[src/rtl/block_interleaver_stream.sv]
// Streaming block interleaver: buffers L = N*SYMBOL_NUM elements per block in a
// two-bank store and emits each block row-in/column-out (mode 0) or the inverse (mode 1).
module block_interleaver_stream #(
  parameter int N          = 7,
  parameter int SYMBOL_NUM = 5,
  parameter int W          = 1
) (
  input  logic         clk,
  input  logic         rst,
  input  logic         mode,
  input  logic         in_valid,
  output logic         in_ready,
  input  logic [W-1:0] in_data,
  output logic         out_valid,
  input  logic         out_ready,
  output logic [W-1:0] out_data,
  output logic         out_last
);
  localparam int L  = N * SYMBOL_NUM;
  localparam int CW = $clog2(L);

  localparam logic [CW-1:0] LAST = CW'(L - 1);
  localparam logic [CW-1:0] N_M1 = CW'(N - 1);
  localparam logic [CW-1:0] S_M1 = CW'(SYMBOL_NUM - 1);
  localparam logic [CW-1:0] N_C  = CW'(N);
  localparam logic [CW-1:0] S_C  = CW'(SYMBOL_NUM);

  if (N < 2 || SYMBOL_NUM < 2 || W < 1) begin : g_param_check
    $error("block_interleaver_stream: requires N >= 2, SYMBOL_NUM >= 2, W >= 1");
  end

  typedef enum logic [1:0] {EMPTY, FILLING, FULL, DRAINING} bank_state_e;

  bank_state_e   bank_q [2];
  bank_state_e   bank_d [2];
  logic          bank_mode_q [2];
  logic [W-1:0]  mem_q [2][L];

  logic          wr_bank_q, wr_bank_d;
  logic [CW-1:0] wr_cnt_q, wr_cnt_d;
  logic          rd_bank_q, rd_bank_d;
  logic [CW-1:0] rd_idx_q, rd_idx_d;
  logic [CW-1:0] rd_inner_q, rd_inner_d;
  logic [CW-1:0] rd_base_q, rd_base_d;
  logic [CW-1:0] rd_addr_q, rd_addr_d;
  logic          in_ready_q, in_ready_d;
  logic          out_valid_q, out_valid_d;

  logic          wr_fire, rd_fire, rd_mode;
  logic [CW-1:0] inner_max, stride;

  // Valid/ready: a transfer happens on a rising edge where valid && ready are both
  // high; once out_valid is raised it stays high, with out_data/out_last held,
  // until out_ready completes the transfer.
  always_comb begin
    wr_fire     = in_valid && in_ready_q;
    rd_fire     = out_valid_q && out_ready;
    rd_mode     = bank_mode_q[rd_bank_q];
    inner_max   = rd_mode ? N_M1 : S_M1;
    stride      = rd_mode ? S_C : N_C;
    bank_d      = bank_q;
    wr_bank_d   = wr_bank_q;
    wr_cnt_d    = wr_cnt_q;
    rd_bank_d   = rd_bank_q;
    rd_idx_d    = rd_idx_q;
    rd_inner_d  = rd_inner_q;
    rd_base_d   = rd_base_q;
    rd_addr_d   = rd_addr_q;

    if (wr_fire) begin
      if (wr_cnt_q == LAST) begin
        bank_d[wr_bank_q] = FULL;
        wr_cnt_d          = '0;
        wr_bank_d         = ~wr_bank_q;
      end else begin
        bank_d[wr_bank_q] = FILLING;
        wr_cnt_d          = wr_cnt_q + 1'b1;
      end
    end

    // Inner counter walks one column with a fixed stride; on wrap the base steps by one.
    if (rd_fire) begin
      if (rd_idx_q == LAST) begin
        bank_d[rd_bank_q] = EMPTY;
        rd_bank_d         = ~rd_bank_q;
        rd_idx_d          = '0;
        rd_inner_d        = '0;
        rd_base_d         = '0;
        rd_addr_d         = '0;
      end else begin
        bank_d[rd_bank_q] = DRAINING;
        rd_idx_d          = rd_idx_q + 1'b1;
        if (rd_inner_q == inner_max) begin
          rd_inner_d = '0;
          rd_base_d  = rd_base_q + 1'b1;
          rd_addr_d  = rd_base_q + 1'b1;
        end else begin
          rd_inner_d = rd_inner_q + 1'b1;
          rd_addr_d  = rd_addr_q + stride;
        end
      end
    end

    in_ready_d  = (bank_d[wr_bank_d] == EMPTY) || (bank_d[wr_bank_d] == FILLING);
    out_valid_d = (bank_d[rd_bank_d] == FULL) || (bank_d[rd_bank_d] == DRAINING);
  end

  always_ff @(posedge clk) begin
    if (rst) begin
      bank_q[0]      <= EMPTY;
      bank_q[1]      <= EMPTY;
      bank_mode_q[0] <= 1'b0;
      bank_mode_q[1] <= 1'b0;
      wr_bank_q      <= 1'b0;
      wr_cnt_q       <= '0;
      rd_bank_q      <= 1'b0;
      rd_idx_q       <= '0;
      rd_inner_q     <= '0;
      rd_base_q      <= '0;
      rd_addr_q      <= '0;
      in_ready_q     <= 1'b0;
      out_valid_q    <= 1'b0;
    end else begin
      bank_q      <= bank_d;
      wr_bank_q   <= wr_bank_d;
      wr_cnt_q    <= wr_cnt_d;
      rd_bank_q   <= rd_bank_d;
      rd_idx_q    <= rd_idx_d;
      rd_inner_q  <= rd_inner_d;
      rd_base_q   <= rd_base_d;
      rd_addr_q   <= rd_addr_d;
      in_ready_q  <= in_ready_d;
      out_valid_q <= out_valid_d;
      if (wr_fire && (wr_cnt_q == '0)) begin
        bank_mode_q[wr_bank_q] <= mode;
      end
    end
  end

  // Write and read never target the same bank: writes need EMPTY/FILLING, reads FULL/DRAINING.
  always_ff @(posedge clk) begin
    if (wr_fire) begin
      mem_q[wr_bank_q][wr_cnt_q] <= in_data;
    end
  end

  assign in_ready  = in_ready_q;
  assign out_valid = out_valid_q;
  assign out_data  = out_valid_q ? mem_q[rd_bank_q][rd_addr_q] : '0;
  assign out_last  = out_valid_q && (rd_idx_q == LAST);

endmodule
[config.mk]
export PLATFORM = sky130hd
export DESIGN_NAME = block_interleaver_stream
export DESIGN_NICKNAME = d
export VERILOG_FILES = /design/src/rtl/block_interleaver_stream.sv
export SDC_FILE = /design/constraint.sdc
export NUM_CORES = 1
export LEC_CHECK = 0
export BUFFER_PORTS_ARGS = -buffer_cell sky130_fd_sc_hd__buf_2
export CAP_MARGIN = 20
export CORE_MARGIN = 4
export CORE_UTILIZATION = 40
export DETAILED_ROUTE_END_ITERATION = 10
export SLEW_MARGIN = 5
export SYNTH_ARGS = -nofsm -noshare
export SYNTH_HDL_FRONTEND = slang
export SYNTH_SLANG_ARGS = --single-unit
[constraint.sdc]
create_clock -name clk -period 4.8 [get_ports clk]
set_input_delay 0.96 -clock clk [delete_from_list [all_inputs] [get_ports clk]]
set_output_delay 0.96 -clock clk [all_outputs]
set_load 0.005 [all_outputs]
== After elaboration in Yosys (flattened, before gate mapping) ==
Memory sizes are Yosys's and may differ from the RTL's. A register that Yosys moved wholly into a read port is not among the register bits.
Index checks and enable logic that the tools add are counted.
Operators by class
  muxes and demuxes: 46
  equal/unequal tests: 6
  add/sub/neg operators: 5
  bitwise operators: 17
  reduce and logical (&&, ||, !) cells: 14
  $lt $le $gt $ge: 9
Operators with widths (number)
  6-bit 2-to-1 mux: 8
  35-bit 2-to-1 mux: 1
  6-bit by 1-bit adder with 6-bit output (second input constant): 4
  2-bit 2-to-1 mux: 10
  1-bit 2-to-1 mux: 19
  4-bit 2-to-1 mux: 4
  7-bit >= comparator (second input constant): 2
  6-bit NOT with 7-bit output: 2
  6-bit equality test (second input constant): 2
  2-bit >= comparator (second input constant): 4
  1-bit NOT with 2-bit output: 4
  1-bit logical AND: 7
  7-bit by 1-bit less-than comparator with 1-bit output (second input constant): 1
  6-bit by 3-bit adder with 6-bit output: 1
  1-bit binary-select mux with 6-bit select: 1
  1-bit demux with 6-bit select: 1
  6-bit by 3-bit equality test with 1-bit output: 1
  6-bit zero test: 1
  2-bit bitwise AND: 2
  4-bit bitwise AND: 1
  2-bit demux with 1-bit select: 2
  2-bit equality test (second input constant): 2
  2-bit by 1-bit less-than comparator with 1-bit output (second input constant): 2
  2-bit NOT: 2
  other kinds (10): 13
Storage, ports and cells
  memories kept: 2
  register bits: 38
  bits of input ports: 6
  logic and storage cells: 110
  memory bits (writable): 72
  output and inout bits: 4
Memory list
  mem_q: depth 2, bits a word 35, read ports 1, clocked after memory_dff 1, write ports 1, line 37  | logic [W-1:0] mem_q [2][L];
  bank_mode_q: depth 2, bits a word 1, read ports 1, clocked after memory_dff 1, write ports 2, line 36  | logic bank_mode_q [2];

== Longest topological paths before layout ==
  word-level depth: 17
  depth in mapped cells: 9
  mapped depth without buffers: 7

== Least setup slack after synthesis ==
OpenSTA, ideal clock, no wires.
  path kind: register to output
  start: reg rd_bank_q (netlist name)
  end: out out_data
  stages on the path, launching flop included: 8
  path slack: 2069 ps
  required time: 3840 ps
  path buffers: 1
  data arrival time: 1771 ps
  cells stage by stage: dfxtp_1 > buf_6 > mux4_2 > nor2_1 > or4b_1 > o311ai_1 > a311oi_1 > o41ai_1
RTL lines
  to (decl): line 16  | output logic [W-1:0] out_data,

== Worst setup path after layout ==
  start: reg rd_addr_q[1]
  end: out out_data
On the way
  cells in the longest elaborated chain, start to end: 5
Ends and longest elaborated chain
  from (decl): line 45  | logic [CW-1:0] rd_addr_q, rd_addr_d;
  from (signal assigned): line 131  | rd_addr_q <= rd_addr_d;
  6-bit NOT with 7-bit output (implied by the code): line 149  | assign out_data = out_valid_q ? mem_q[rd_bank_q][rd_addr_q] : '0;
  1-bit binary-select mux with 6-bit select: line 149
  1-bit 2-to-1 mux (implied by the code) (2 in a row): line 149
  1-bit 2-to-1 mux: line 149
Every way passes these cells. The select of a mux whose other input is x is not followed.

==> qor.yml <==
detail_route.first_pass.iterations: 4
rows: 40
netlist_instances: 440
seq_area_mm2: 0.002883
drc_errors: 0
routedWlPerCell_um: 16.27
dpl.hpwl_um: 6751
clockRootBuffer: "clkbuf_16"
vdd_drop_max_uv: 180.8
finalHoldViolations: 0
ys.flop_type: "edfxtp_1"
synth_seq_cells: 108
final_nets: 460
powerDensity_mw_per_mm2: 317.5
ys_warn_count: 0
syn_area_mm2: 0.005041
fillers: 1135
run_status: "finished clean"
worstPathRequired_ps: 3840
grt-ovfl-total: 0
period_share: 0.8145
whs_path_depth: 2
worst_slew_pin_slew_ps: 806.5
synth_seq_area_share: 0.5719
fin_crit_ps: 3909
grt_max_degree: 71
p_clk_frac: 0.410
io_buffers: 9
layout_common_cells: "113 x nor2_1, 72 x edfxtp_1, 36 x dfxtp_1"
via_count: 3273
finalSetupViolCount: 0
clkLatencyLatePin_ps: 350
setup-tns-final_ps: 0
min_to: "rd_base_q[5]"
cts_hold_buf: 0
layout_commonest_cell: "nor2_1"
comb_power_share: 0.021
io_pins: 10
total_power_mw: 1.750
path_delay_family: "flip-flops"
dpl_cell_area_mm2: 0.005206
numCtsBuffers: 9
wl_um: 10060
avgSynthCellArea_um2: 11.46
slew_violations: 0
cts_num_sinks: 108
r2r_setup_slack_ps: 2470
via_per_inst: 5.296
areaGrowthSynthToFinish_pct: 9.332
ys_types: 55
p_leak_nw: 1.748
initialDrtViolationCount: 194
finalClockSkew_ps: 8.234
drtAntennaViolNets: 0
fin_util: 0.4532
routabilityCongestion: 0.7854
switching_share: 0.2195
cp-end-kind: "primary output"
max_slew_margin: 0.4616
timing.rr.end: "rd_addr_q[1]"
initial_core_util: 0.4145
setup_ws_ps: 890.5
hp-start: "rd_base_q[5]"
cts_tree: "done"
pwr-share-seq: 0.569
cts_buffer_depth: 2
num_antenna_cells: 0
r2r-start: "rd_bank_q"
die_x_um: 120.3
max_stage_delay_ps: 850
start_kind: "register"
post-place-ws_ps: 1303
ys_async_sr_fraction: 0
reg2reg_depth: 6
rsz0062_at_grt: "no"
synth_edf_count: 72
min_path_type: "register to register"
die-area_mm2: 0.01446
cts_resized: 0
crit_arrival_ps: 2950
path_buf_inv: 1
fmax_ghz: 0.2558
p_int_mw: 1.366
crit_path_cell_trace: "mux4_2 > nor2_1 > or4b_1 > o311ai_1 > a311oi_1 > o41ai_1 > buf_2"
post_cts_buffers: 0
synth.net_count: 455
drive_gt1_frac: 0.1089
critPathKind: "register to primary output"
core_area_mm2: 0.01216
gr-usage-all-layers: 0.1504
h-tree-depth: 3
antenna_found_initial: 0
grt_first_pass_wirelength_um: 17020
grt_pass1_vias: 3291
cp_slowest_cell: "dfxtp_1"
p_switching_mw: 0.3840
multi_input_area_mm2: 0.002027
cap_violations: 0
cts.reportedPaths.clkPinSlew_ps: 70
cp_max_fo: 18
die_h_um: 120.3
fin_area_mm2: 0.005512
-- worst min-delay path, cell delays in order (launching register included) --
cell and delay, ps:
dfxtp_1 320, nand2_1 50, a21oi_1 50
-- state kept, by name (all words and copies together), names as in the netlist --
name / flops
bank_q: 2
in_ready: 1
mem_q: 70
wr_cnt_q: 6
rd_idx_q: 6
rd_bank_q: 1
wr_bank_q: 1
rd_addr_q: 6
rd_inner_q: 6
bank_mode_q: 2
out_valid: 1
rd_base_q: 6
-- worst max-delay path by stage --
stage	start	to	slack [ps]	depth (start not counted)
global route	rd_addr_q[1]	out_data	720	7
CTS	rd_addr_q[1]	out_data	910	7
global placement	rd_addr_q[1]	out_data	1290	7
floorplan	rd_bank_q	out_data	2070	7
detailed placement	rd_addr_q[1]	out_data	1300	7
finish	rd_addr_q[1]	out_data	890	7
-- power by group through the flow --
stage	Combinational [mW]	Clock [mW]	Sequential, mW
2_1_floorplan	0.0190	0	1.02
3_3_place_gp	0.0345	0	1.02
3_5_place_dp	0.0354	0	1.02
4_1_cts	0.0355	0.737	0.996
5_1_grt	0.0427	0.776	0.996
6_report	0.0374	0.717	0.995
-- per-stage QoR --
stage,hold WS [ps],instances
finish,476.0,618
global route,482.3,618
CTS,476.6,617
detailed placement,466.5,601
global placement,462.9,601
floorplan,448.8,440
-- routing by layer --
metal  part of all wire  vias up  track usage
met3              0.030       15      0.04116
met1               0.47     1617       0.1902
met2               0.48       49       0.2473
met4              0.022        0      0.05737
li1                   -     1592            -
met5                  0        -            0
-- synthesized netlist by cell type (3+ instances only) --
cell type / count / area [um^2]
edfxtp_1: 72 / 2162
nand2_1: 34 / 127.6
nand4_1: 5 / 31.28
o21ai_0: 9 / 45.04
a21oi_1: 13 / 65.06
clkbuf_1: 9 / 33.78
ha_1: 8 / 100.1
nor2_1: 113 / 424.2
dfxtp_1: 36 / 720.7
nor2b_1: 3 / 18.77
and2_1: 4 / 25.02
buf_4: 3 / 22.52
mux4_2: 14 / 315.3
nand2b_1: 4 / 25.02
nand3_1: 11 / 55.05
mux2_2: 4 / 45.04
a22oi_1: 5 / 37.54
xnor2_1: 10 / 87.58
nor3_1: 7 / 35.03
xor2_1: 10 / 87.58
inv_1: 7 / 26.28
mux2i_1: 11 / 110.1
and3_1: 5 / 31.28
-- area by class of cell --
type / instances / area share
clock buffer: 10 / 0.04154
clock inverter: 6 / 0.01022
inverter: 7 / 0.004767
multi-input combinational: 307 / 0.3678
sequential: 108 / 0.5230
tap: 168 / 0.03814
timing repair buffer: 12 / 0.01453
-- cell families after synthesis --
logic type	synth area share
flops	0.5719
mux	0.1104
simple gates	0.1780
buf+inv	0.02606
xor+xnor	0.03475
fa+ha+maj	0.02383
compound gates	0.05510
(Power assumes the default switching activity.)
